**src/rtl/booth_pkg.sv**
```systemverilog
// Shared types, constants and helpers for the sequential radix-2 Booth multiplier.
package booth_pkg;

  // Controller states; 2-bit encoding leaves one unreachable code.
  typedef enum logic [1:0] {
    IDLE = 2'b00,
    RUN  = 2'b01,
    DONE = 2'b10
  } state_t;

  // Booth pair {Q[0], q_m1} values that modify the accumulator.
  localparam logic [1:0] BOOTH_SUB = 2'b10;
  localparam logic [1:0] BOOTH_ADD = 2'b01;

  // Widest operand the extension helper supports.
  localparam int MAX_WIDTH = 32;

  // Extend a width-bit operand (right-aligned in value) to MAX_WIDTH+1 bits,
  // replicating its MSB for signed operands and filling zeros otherwise.
  function automatic logic [MAX_WIDTH:0] ext_op(input logic [MAX_WIDTH-1:0] value,
                                                input logic                 is_signed,
                                                input int                   width);
    logic [MAX_WIDTH:0] res;
    logic               fill;
    fill = is_signed & value[5'(width - 1)];
    for (int i = 0; i < MAX_WIDTH; i++) begin
      res[i] = (i < width) ? value[i] : fill;
    end
    res[MAX_WIDTH] = fill;
    return res;
  endfunction

endpackage

```
**src/rtl/booth_mult_seq_step.sv**
```systemverilog
// One Booth iteration: conditional add/subtract of M into A followed by an
// arithmetic right shift of {A, Q, q_m1}. Purely combinational.
module booth_step
  import booth_pkg::*;
#(
  parameter int N = 9
) (
  input  logic [N-1:0] a_i,
  input  logic [N-1:0] q_i,
  input  logic         qm1_i,
  input  logic [N-1:0] m_i,
  output logic [N-1:0] a_o,
  output logic [N-1:0] q_o,
  output logic         qm1_o
);

  logic [N-1:0] sum;

  // Select A-M, A+M or A from the current Booth pair; modulo 2^N arithmetic.
  always_comb begin
    // NOTE: assigning a default before the case keeps every path driven, so no latch is inferred.
    sum = a_i;
    case ({q_i[0], qm1_i})
      BOOTH_SUB: sum = a_i - m_i;
      BOOTH_ADD: sum = a_i + m_i;
      default:   sum = a_i;
    endcase
  end

  // Arithmetic shift right of {sum, Q, q_m1}: A's MSB is replicated.
  assign a_o   = {sum[N-1], sum[N-1:1]};
  assign q_o   = {sum[0], q_i[N-1:1]};
  assign qm1_o = q_i[0];

endmodule

```
**src/rtl/booth_mult_seq.sv**
```systemverilog
// Sequential radix-2 Booth multiplier, one iteration per clock, with a
// per-operation signed/unsigned mode, busy/done handshake and held result.
module booth_mult_seq
  import booth_pkg::*;
#(
  parameter int WIDTH = 8
) (
  input  logic                 clk,
  input  logic                 rst,
  input  logic                 start,
  input  logic                 signed_i,
  input  logic [WIDTH-1:0]     multiplicand_i,
  input  logic [WIDTH-1:0]     multiplier_i,
  output logic                 busy_o,
  output logic                 done_o,
  output logic [2*WIDTH-1:0]   result_o
);

  // Extended operands are one bit wider than the inputs, so both signed and
  // unsigned values become non-overflowing N-bit two's-complement numbers.
  localparam int N  = WIDTH + 1;
  localparam int CW = $clog2(WIDTH + 2);

  state_t             state_q;
  logic [N-1:0]       a_q;
  logic [N-1:0]       q_q;
  logic               qm1_q;
  logic [N-1:0]       m_q;
  logic [CW-1:0]      count_q;
  logic               busy_q;
  logic               done_q;
  logic [2*WIDTH-1:0] result_q;

  logic [N-1:0]       a_d;
  logic [N-1:0]       q_d;
  logic               qm1_d;
  logic [2*WIDTH-1:0] result_d;
  logic [N-1:0]       m_ext;
  logic [N-1:0]       q_ext;
  logic               last_iter;

  assign m_ext = N'(ext_op(32'(multiplicand_i), signed_i, WIDTH));
  assign q_ext = N'(ext_op(32'(multiplier_i), signed_i, WIDTH));

  booth_step #(.N(N)) u_step (
    .a_i   (a_q),
    .q_i   (q_q),
    .qm1_i (qm1_q),
    .m_i   (m_q),
    .a_o   (a_d),
    .q_o   (q_d),
    .qm1_o (qm1_d)
  );

  // The true product fits in 2*WIDTH bits, so the top two bits of {A,Q} are dropped.
  assign result_d  = (2*WIDTH)'({a_d, q_d});
  assign last_iter = (count_q == CW'(N - 1));

  // Controller and datapath registers; outputs are registered alongside the state.
  always_ff @(posedge clk or posedge rst) begin
    // NOTE: sequential state uses non-blocking assignments so every register samples pre-edge values.
    if (rst) begin
      state_q  <= IDLE;
      a_q      <= '0;
      q_q      <= '0;
      qm1_q    <= 1'b0;
      m_q      <= '0;
      count_q  <= '0;
      busy_q   <= 1'b0;
      done_q   <= 1'b0;
      result_q <= '0;
    end else begin
      case (state_q)
        IDLE, DONE: begin
          done_q <= 1'b0;
          if (start) begin
            a_q     <= '0;
            q_q     <= q_ext;
            qm1_q   <= 1'b0;
            m_q     <= m_ext;
            count_q <= '0;
            busy_q  <= 1'b1;
            state_q <= RUN;
          end else begin
            busy_q  <= 1'b0;
            state_q <= IDLE;
          end
        end
        RUN: begin
          a_q     <= a_d;
          q_q     <= q_d;
          qm1_q   <= qm1_d;
          count_q <= count_q + CW'(1);
          if (last_iter) begin
            result_q <= result_d;
            busy_q   <= 1'b0;
            done_q   <= 1'b1;
            state_q  <= DONE;
          end
        end
        default: begin
          busy_q  <= 1'b0;
          done_q  <= 1'b0;
          state_q <= IDLE;
        end
      endcase
    end
  end

  assign busy_o   = busy_q;
  assign done_o   = done_q;
  assign result_o = result_q;

endmodule

```
**config.mk**
```make
export PLATFORM = sky130hd
export DESIGN_NAME = booth_mult_seq
export DESIGN_NICKNAME = d
export VERILOG_FILES = /design/src/rtl/booth_pkg.sv /design/src/rtl/booth_mult_seq_step.sv /design/src/rtl/booth_mult_seq.sv
export SDC_FILE = /design/constraint.sdc
export NUM_CORES = 1
export LEC_CHECK = 0
export CAP_MARGIN = 20
export CORE_MARGIN = 3
export CORE_UTILIZATION = 55
export CTS_CLUSTER_DIAMETER = 30
export CTS_CLUSTER_SIZE = 20
export DETAILED_ROUTE_END_ITERATION = 8
export PLACE_DENSITY_LB_ADDON = 0.05
export SYNTH_ARGS = -nofsm -noshare
export SYNTH_HDL_FRONTEND = slang
export SYNTH_HIERARCHICAL = 1
export SYNTH_SLANG_ARGS = --single-unit
```
**constraint.sdc**
```tcl
create_clock -name clk -period 8.4 [get_ports clk]
set_input_delay 1.68 -clock clk [delete_from_list [all_inputs] [get_ports clk]]
set_output_delay 1.68 -clock clk [all_outputs]
set_load 0.05 [all_outputs]
```
After elaboration in Yosys (flattened, before gate mapping)
Cells that the tools add are included.
{"block": "totals", "ff_bits": 52, "latch_bits": 0, "ram_bits": 0, "romBits": 0, "input_bits": 20, "out_inout_bits": 18, "memories": 0}
{"block": "classes", "addsub": 3, "n_mul": 0, "n_div": 0, "n_lt_le_gt_ge": 0, "eq_ne": 7, "shifts": 0, "n_mux": 17, "n_bitwise": 2, "n_reduce_logical": 6}
{"op": "9-bit one-hot mux with 2 select lines", "count": 3}
{"op": "9-bit 2-to-1 mux", "count": 2}
{"op": "9-bit adder", "count": 1}
{"op": "9-bit subtractor", "count": 1}
{"op": "4-bit one-hot mux with 2 select lines", "count": 1}
{"op": "1-bit 2-to-1 mux", "count": 6}
{"op": "2-bit AND reduction", "count": 3}
{"op": "4-bit by 1-bit adder with 4-bit output (second input constant)", "count": 1}
{"op": "2-bit by 1-bit equality test with 1-bit output (second input constant)", "count": 2}
{"op": "2-bit equality test (second input constant)", "count": 2}
{"op": "4-bit equality test (second input constant)", "count": 1}
{"op": "4-bit 2-to-1 mux", "count": 1}
{"op": "2-bit inequality test (second input constant)", "count": 2}
{"op": "1-bit one-hot mux with 2 select lines", "count": 2}
{"op": "2-bit one-hot mux with 2 select lines", "count": 1}
{"op": "1-bit bitwise AND", "count": 2}
{"op": "2-bit zero test", "count": 1}
{"op": "2-bit 2-to-1 mux", "count": 1}
{"op": "2-bit nonzero test", "count": 1}
{"op": "2-bit OR reduction", "count": 1}

Logic depth before layout (Yosys ltp)
{"block": "depth", "ltp_word": 4, "depth_mapped": 13, "depth_no_buf": 11}

Cells and area by module
The synthesis kept the hierarchy.
{"mod": "booth_mult_seq", "instances": 1, "cells_each": 151, "area_per_inst_um2": 2020.7, "seq_area_each_um2": 1251.2}
{"mod": "booth_step", "instances": 1, "cells_each": 108, "area_per_inst_um2": 785.8, "seq_area_each_um2": 0.0}

Least setup slack after synthesis
OpenSTA, ideal clock, no wires.
{"block": "synth_timing", "path_type": "register to register", "startpoint": "register m_q[3]", "endpoint": "register a_q[8]", "arrival_ps": 2840, "required_time_ps": 8335, "path_slack_ps": 5495, "path_stages_with_launch": 13, "n_path_buf": 1, "synth_period_minus_slack_ps": 2905, "cell_sequence": "dfrtp_1 nor2_1 nor4b_1 a21oi_1 xor2_1 ha_1 and2_4 or4_4 or4_1 a21oi_1 nand4b_1 buf_4 a22o_1"}
{"block": "synth_via", "elab_chain_len": 3, "elab_cells_between_ends": 4}
{"element": "from (decl)", "line": "booth_mult_seq.sv:28", "source": "logic [N-1:0] m_q;"}
{"element": "from (signal assigned)", "line": "booth_mult_seq.sv:80", "source": "m_q <= m_ext;"}
{"element": "9-bit adder / 9-bit subtractor (equally long branches)", "line": "booth_mult_seq_step.sv:25, booth_mult_seq_step.sv:24"}
{"element": "9-bit one-hot mux with 2 select lines *", "line": "booth_mult_seq_step.sv:23", "source": "case ({q_i[0], qm1_i})"}
{"element": "net a_d[7]", "line": "booth_mult_seq.sv:34", "source": "logic [N-1:0] a_d;"}
{"element": "9-bit one-hot mux with 2 select lines *", "line": "booth_mult_seq.sv:73", "source": "case (state_q)"}
{"element": "to (signal assigned)", "line": "booth_mult_seq.sv:64", "source": "a_q <= '0;"}
{"element": "to (signal assigned)", "line": "booth_mult_seq.sv:77", "source": "a_q <= '0;"}
{"element": "to (signal assigned)", "line": "booth_mult_seq.sv:90", "source": "a_q <= a_d;"}
{"element": "to (decl)", "line": "booth_mult_seq.sv:25", "source": "logic [N-1:0] a_q;"}
The timed path passes the listed nets; every way through them passes the cells marked *.
A chain may end at the register's enable or synchronous reset.

Worst setup path in the final report
{"block": "layout_timing", "startpoint": "register done_q, in the netlist done_o", "endpoint": "output port done_o"}
{"element": "from (decl)", "line": "booth_mult_seq.sv:31", "source": "logic done_q;"}
{"element": "from (signal assigned)", "line": "booth_mult_seq.sv:70", "source": "done_q <= 1'b0;"}
{"element": "from (signal assigned)", "line": "booth_mult_seq.sv:75", "source": "done_q <= 1'b0;"}
{"element": "from (signal assigned)", "line": "booth_mult_seq.sv:97", "source": "done_q <= 1'b1;"}
{"element": "to (decl)", "line": "booth_mult_seq.sv:15", "source": "output logic done_o,"}
No word-level cell between the ends.

==> impl_metrics.json <==
{
  "hold_buffers": 0,
  "synth_seq_cells": 50,
  "endpoint": "done_o",
  "dieHeight_um": 77.4,
  "timing.final.crit_share_pct": 38.8,
  "nFillCells": 393,
  "netlist_top_cells_count": "50 x dfrtp_1, 38 x nand2_1, 19 x a22o_1",
  "portBuffers": 37,
  "whs_ps": 506,
  "ys_warn_count": 6,
  "critPathTopFamily": "buffers and inverters",
  "die_area_um2": 6000,
  "crit_buf_inv": 1,
  "crit_slowest_cell": "clkdlybuf4s50_1",
  "cp-end-kind": "primary output",
  "crit_path_max_fanout": 4,
  "synthFlopType": "dfrtp_1",
  "tritoncts": "done",
  "crit_start": "done_o",
  "r2r_start": "m_q[2]",
  "core-area_um2": 4820,
  "fin_setup_tns_ps": 0,
  "final_cell_area_um2": 3270,
  "worstHoldStart": "q_q[0]",
  "syn_area_um2": 2810,
  "arrival_ps": 1580,
  "setup_viol": 0,
  "synth_async_sr_flop_share_pct": 100,
  "syn_nets": 293,
  "synth_area_leader_cell": "dfrtp_1",
  "totalWireLength_um": 5070,
  "grt-ovfl-total": 0,
  "max-clock-path-buffers": 2,
  "hold_class": "reg2reg",
  "cts-root-buf": "clkbuf_8",
  "maxCapViolations": 0,
  "cp.depth": 1,
  "avgRoutedWirePerCell_um": 14.4,
  "synth.yosys.seq_area_share_pct": 44.6,
  "place_area_um2": 3130,
  "insertion_delay_ps": 310,
  "grt_pass1_wl_um": 9050,
  "synthTopCellsByArea": "dfrtp_1 45%, a22o_1 5.9%, ha_1 5.8%",
  "place_congestion": 0.790,
  "yosysMostFrequentCell": "dfrtp_1",
  "cts_resized": 0,
  "nets": 319,
  "dp.cells": 344,
  "r2r_slack_ps": 5280,
  "detail_route.iter0.violations": 81,
  "status": "finished clean",
  "start_kind": "flip-flop",
  "postCtsSetupBuffers": 0,
  "cts.sinks": 50,
  "hold_violations": 0,
  "synth_edf_count": 0,
  "path_cells": "clkdlybuf4s50_1",
  "clock_skew_ps": 11.3,
  "cts_buffers": 5,
  "ff2ff_path_depth": 11,
  "num_antenna_cells": 0,
  "routed_via_density": 5.35,
  "timing.final.crit_period_ps": 3260,
  "grt_usage_pct": 19.0,
  "cts_htree_levels": 2,
  "max-slew-margin-rel_pct": 30.5,
  "antenna_found_initial": 0,
  "finalNonFillerCells": 353,
  "required_ps": 6720,
  "tightest_slew_ps": 1040,
  "drtAntennaViolNets": 0,
  "syn2layout_area_growth_pct": 16.7,
  "die_w_um": 77.4,
  "drv_slew": 0,
  "drc_errors": 0,
  "initial_core_util_pct": 58.3,
  "fmax_ghz": 0.307,
  "core.rowCount": 25,
  "reg2reg_to": "a_q[8]",
  "grt_pass1_vias": 1842,
  "synth.avg_cell_area_um2": 10.8,
  "rsz0062_at_grt": "no",
  "post-dp-hpwl_um": 3700,
  "cts.clk_slew.worst_paths_ps": 100,
  "slowest_delay_ps": 830,
  "yosys.cell_types.count": 51,
  "crit_type": "reg2out",
  "dr.pass1.iters": 4,
  "vias": 1887,
  "io_pins": 38,
  "final_layout_size_suffix_gt1_share_pct": 13.3,
  "grt_max_degree": 51,
  "syn_inst": 259,
  "yosys.area.top_type_share_pct": 44.6
}
## per-layer routing
layer | GRT usage (%) | wire [µm] | vias up
met5 | 0 | 0 | -
met3 | 4.64 | 221 | 9
met1 | 26.3 | 2430 | 889
met4 | 7.12 | 90 | 0
li1 | - | - | 951
met2 | 29.0 | 2320 | 38
## worst min-delay path by stage
| stage | endpoint | slack [ps] | cells after the start |
|---|---|---|---|
| 5_1_grt | result_o[8] | 540 | 1 |
| 4_1_cts | q_q[0] | 510 | 1 |
| 3_5_place_dp | q_q[0] | 490 | 1 |
| 6_report | q_q[0] | 510 | 1 |
| 3_3_place_gp | q_q[0] | 480 | 1 |
| 2_1_floorplan | q_q[1] | 450 | 1 |
## sequential cells by signal, indices dropped and copies added (netlist names)
signal    flops
result_o     16
a_q           9
m_q           9
q_q           9
count_q       4
done_o        1
qm1_q         1
state_q       1
## per-stage QoR
| stage | utilization [%] | setup WS [ps] |
|---|---|---|
| after detailed placement | 65.0 | 5120 |
| after floorplan | - | 5500 |
| final | 68.0 | 5140 |
| after global routing | 68.0 | 5010 |
| after CTS | 67.6 | 5130 |
| after global placement | 65.0 | 5150 |
## layout make-up
cell class	count	area (µm²)	share of cell area, %
Timing Repair Buffer	41	413	12.6
Inverter	12	45.0	1.38
Clock buffer	6	82.6	2.52
Tap cell	67	83.8	2.56
Multi-Input combinational cell	175	1360	41.5
Clock inverter	2	38.8	1.18
Sequential cell	50	1250	38.2
## cells by family after synthesis
kind of cell    share of synthesized area [%]
compound gates                           15.5
mux                                      9.54
xor+xnor                                 4.10
flops                                    44.6
simple gates                             12.8
fa+ha+maj                                6.51
buf+inv                                  6.95
## layout by cell type (no fill, tap or decap), types with 2 or more instances in the layout
cell	instances
o211ai_1	2
nand4_1	2
buf_4	3
mux2_4	9
mux2i_1	2
xnor2_1	2
a21oi_1	5
a22o_1	19
o21ai_0	8
clkdlybuf4s50_1	37
clkbuf_8	6
nor2_1	10
o21ai_1	2
mux2_2	10
nor2b_1	3
xor2_1	8
inv_1	11
dfrtp_1	50
nand2_1	38
ha_1	13
nor3_1	3
a211oi_1	2
a21o_1	11
nand3_1	2
Power is not shown: default switching activity piles up to over one toggle a cycle in this logic, so the estimate is an artifact.
